<file path="src/rtl/twelve_hr_timekeeper.sv">
// 12-hour wall clock: a free-running prescaler produces a one-second tick that
// advances hh:mm:ss AM/PM; debounced set pulses step the hour and minute fields.
module twelve_hr_timekeeper #(
   parameter int CLK_DIV = 100000000
) (
   input  logic       clk,
   input  logic       rst_n,
   input  logic       run,
   input  logic       set_hr,
   input  logic       set_min,
   output logic [7:0] hour_out,
   output logic [7:0] min_out,
   output logic [7:0] sec_out,
   output logic       pm,
   output logic       tick
);

   localparam int            PW      = (CLK_DIV > 2) ? $clog2(CLK_DIV) : 1;
   localparam logic [PW-1:0] PRE_MAX = PW'(CLK_DIV - 1);

   logic [PW-1:0] presc_q;
   logic [3:0]    hour_q;
   logic [5:0]    min_q;
   logic [5:0]    sec_q;

   logic adv;
   logic sec_wrap;
   logic hour_carry;
   logic min_step;
   logic hour_step;

   // A set pulse and a carry landing in the same cycle collapse into one step.
   assign adv        = tick & run;
   assign sec_wrap   = adv & (sec_q == 6'd59);
   assign hour_carry = sec_wrap & (min_q == 6'd59);
   assign min_step   = set_min | sec_wrap;
   assign hour_step  = set_hr | hour_carry;

   always_ff @(posedge clk or negedge rst_n) begin
      if (!rst_n) begin
         presc_q <= '0;
         tick    <= 1'b0;
         hour_q  <= 4'd12;
         min_q   <= 6'd0;
         sec_q   <= 6'd0;
         pm      <= 1'b0;
      end else begin
         presc_q <= (presc_q == PRE_MAX) ? '0 : presc_q + 1'b1;
         tick    <= (presc_q == PRE_MAX);

         if (adv) begin
            sec_q <= (sec_q == 6'd59) ? 6'd0 : sec_q + 6'd1;
         end

         if (min_step) begin
            min_q <= (min_q == 6'd59) ? 6'd0 : min_q + 6'd1;
         end

         // The meridiem flips on entering 12, not on leaving it.
         if (hour_step) begin
            hour_q <= (hour_q == 4'd12) ? 4'd1 : hour_q + 4'd1;
            if (hour_q == 4'd11) begin
               pm <= ~pm;
            end
         end
      end
   end

   assign hour_out = {4'b0000, hour_q};
   assign min_out  = {2'b00, min_q};
   assign sec_out  = {2'b00, sec_q};

endmodule

</file>
<file path="config.mk">
export PLATFORM = sky130hd
export DESIGN_NAME = twelve_hr_timekeeper
export DESIGN_NICKNAME = d
export VERILOG_FILES = /design/src/rtl/twelve_hr_timekeeper.sv
export SDC_FILE = /design/constraint.sdc
export NUM_CORES = 1
export LEC_CHECK = 0
export BUFFER_PORTS_ARGS = -buffer_cell sky130_fd_sc_hd__buf_2
export CAP_MARGIN = 10
export CORE_AREA = 4 4 103 105
export CTS_BUF_LIST = sky130_fd_sc_hd__clkbuf_8 sky130_fd_sc_hd__clkbuf_16
export DETAILED_ROUTE_END_ITERATION = 12
export DIE_AREA = 0 0 107 109
export PLACE_DENSITY_LB_ADDON = 0.2
export SYNTH_ARGS = -nofsm -noshare
export SYNTH_HDL_FRONTEND = slang
export SYNTH_SLANG_ARGS = --single-unit
</file>
<file path="constraint.sdc">
create_clock -name clk -period 3.24 [get_ports clk]
set_input_delay 0.162 -clock clk [delete_from_list [all_inputs] [get_ports clk]]
set_output_delay 0.162 -clock clk [all_outputs]
set_load 0.01 [all_outputs]
</file>
==> flow_metrics.env <==
export IMPL_switching_power_w=0.000413
export IMPL_path_class="reg -> reg"
export IMPL_cts_root_buf="clkbuf_8"
export IMPL_drtAntennaViolNets=0
export IMPL_dr_pass1_iters=4
export IMPL_core_um2=9640
export IMPL_worstPathArrival_ns=2.28
export IMPL_setup_worst_path_start_class="register"
export IMPL_drt_total_wl_mm=4.98
export IMPL_drc=0
export IMPL_nets=275
export IMPL_gp_congestion=0.754
export IMPL_cp_max_fo=6
export IMPL_netlist_top_cells_area="dfrtp_1, xnor2_1, nand3_1, nand2_1, nor2_1"
export IMPL_seq_power_share_pct=53.2
export IMPL_hold_class="in -> async"
export IMPL_swShare_pct=30.6
export IMPL_cts_hold_buf=0
export IMPL_clkPwrFrac_pct=27.2
export IMPL_fin_util_pct=28.1
export IMPL_dieArea_um2=11700
export IMPL_hold_viol=0
export IMPL_grt_pass1_wl_mm=8.49
export IMPL_fin_crit_sh_pct=64.4
export IMPL_io_pins=31
export IMPL_syn_inst=242
export IMPL_multi_input_area_um2=1170
export IMPL_synthTopCellsByCount="dfrtp_1, nand2_1, nand3_1, nor2_1, xnor2_1"
export IMPL_rsz0062_at_grt="no"
export IMPL_netlist_cell_type_count=48
export IMPL_die_w_um=107
export IMPL_synth_seq_area_share_pct=47.3
export IMPL_drt_iter0_drc=115
export IMPL_synth_async_sr_flop_share_pct=100
export IMPL_power_density_nw_per_um2=499
export IMPL_cts_setup_buffers=0
export IMPL_grt_max_degree=46
export IMPL_grt_pass1_vias=1694
export IMPL_clock_latency_ns=0.30
export IMPL_start_util_pct=24.8
export IMPL_cts_made_buffers=5
export IMPL_synth_top_area_share_pct=45.1
export IMPL_cts_tree="done"
export IMPL_r2r_start="presc_q[8]"
export IMPL_drive_above_1_share_pct=15.0
export IMPL_status="complete, no violations"
export IMPL_die_h_um=109
export IMPL_dpl_hpwl_mm=3.56
export IMPL_dr_total_vias=1825
export IMPL_vias_per_cell=4.57
export IMPL_ys_flop_type="dfrtp_1"
export IMPL_port_buffer_count=22
export IMPL_tns_ns=0
export IMPL_pwr_share_comb_pct=19.6
export IMPL_clkSlewWorstSetupHoldPaths_ns=0.09
export IMPL_r2r_end="presc_q[24]"
export IMPL_r2r_setup_slack_ns=1.15
export IMPL_grt_usage_pct=9.01
export IMPL_period_needed_ns=2.09
export IMPL_regArea_um2=1130
export IMPL_setup_viol=0
export IMPL_htreeDepth=2
export IMPL_ff2ff_path_depth=4
export IMPL_p_int_w=0.000937
export IMPL_clock_skew_final_ns=0.00766
export IMPL_fin_area_um2=2700
export IMPL_worst_pin_slew_ns=1.02
export IMPL_cts_sinks=45
export IMPL_synth_seq_cells=45
export IMPL_crit_required_ns=3.43
export IMPL_wire_per_inst_um=12.5
export IMPL_holdWs_ns=0.0302
export IMPL_endpoint_kind="register"
export IMPL_synth_most_common_cell="dfrtp_1"
export IMPL_overflow=0
export IMPL_syn_area_um2=2390
export IMPL_cts_max_path_buffers=2
export IMPL_synth_edf_count=0
export IMPL_yosysTopAreaCell="dfrtp_1"
export IMPL_synth_avg_cell_area_um2=9.86
export IMPL_diodes=0
export IMPL_max_freq_mhz=479
export IMPL_cts_resized_gates=0
export IMPL_p_leak_nw=1.13
export IMPL_relSlewSlack_pct=32.2
export IMPL_placed_area_um2=2610
export IMPL_power_w=0.00135
export IMPL_fill_cells=1040
export IMPL_areaGrowthSynthToFinish_pct=13.3
export IMPL_finalMaxSlewViolations=0
export IMPL_ir_drop_mv=0.189
export IMPL_yosysWarnings=0
export IMPL_antenna_found_initial=0
export IMPL_row_count=36
export IMPL_drv_cap=0
-- flip-flops by register name, summed over array words and instances (netlist names) --
register  flops
presc_q      27
hour_q        4
pm            1
sec_q         6
tick          1
min_q         6
-- power groups by stage --
stage	Combinational [W]	Sequential [W]	Clock [W]
2_1_floorplan	0.000145	0.000743	0
3_3_place_gp	0.000266	0.000729	0
3_5_place_dp	0.000269	0.000729	0
4_1_cts	0.000271	0.000719	0.000391
5_1_grt	0.000295	0.000738	0.000412
6_report	0.000265	0.000718	0.000367
-- kinds of logic (layout without fill, tap and decap cells) --
group | Yosys count | in the layout | share of synthesized area [%]
and+or+nand+nor | 110 | 110 | 25.0
DFF | 45 | 45 | 47.3
AOI/OAI and AO/OA | 38 | 38 | 11.8
buffers and inverters | 21 | 38 | 4.67
xor gates and xnor gates | 18 | 18 | 6.61
adders and majority gates | 5 | 5 | 2.62
muxes | 4 | 4 | 1.84
other | 1 | 8 | 0.157
-- critical path, cell delays in order, from the launching register on --
cell	delay, ns
dfrtp_1	0.49
nand3_1	0.23
or4_1	0.66
or4_1	0.50
o311ai_1	0.10
-- placed cells by master (no fill, tap or decap), types with 8 or more instances in the layout --
master and instances:
nor2_1 17, xnor2_1 12, buf_2 22, nand3_1 18
nand4_1 8, nand2_1 22, dfrtp_1 43, conb_1 8
and3_1 8, nor3_1 8
-- stage by stage --
step / instances / worst slack [ns]
floorplan: 249 / 1.34
global placement: 391 / 1.17
detailed placement: 391 / 1.15
CTS: 399 / 1.14
global route: 399 / 0.983
finish: 399 / 1.15
-- layout make-up --
cell class	instances	area share [%]
tap	133	6.15
clock buffer	6	3.05
inverter	8	1.11
sequential	45	41.7
multi-input combinational	183	43.4
clock inverter	2	0.509
timing repair buffer	22	4.07
-- worst max-delay path by stage --
stage	from	cells past startpoint	slack [ns]	end
after detailed placement	presc_q[0]	5	1.15	presc_q[13]
after CTS	presc_q[0]	5	1.14	presc_q[13]
final	presc_q[8]	4	1.15	presc_q[24]
after global placement	presc_q[18]	4	1.17	presc_q[16]
after global routing	presc_q[0]	5	0.98	presc_q[1]
after floorplan	presc_q[18]	5	1.34	presc_q[16]
-- metal layers --
metal	wire, um	GRT usage (%)	vias to the layer above
met3	276	2.49	7
met1	2480	12.4	853
li1	-	-	919
met5	0	0	-
met2	2180	13.7	46
met4	48	2.92	0
No activity file was read; power rests on OpenSTA's default activity.
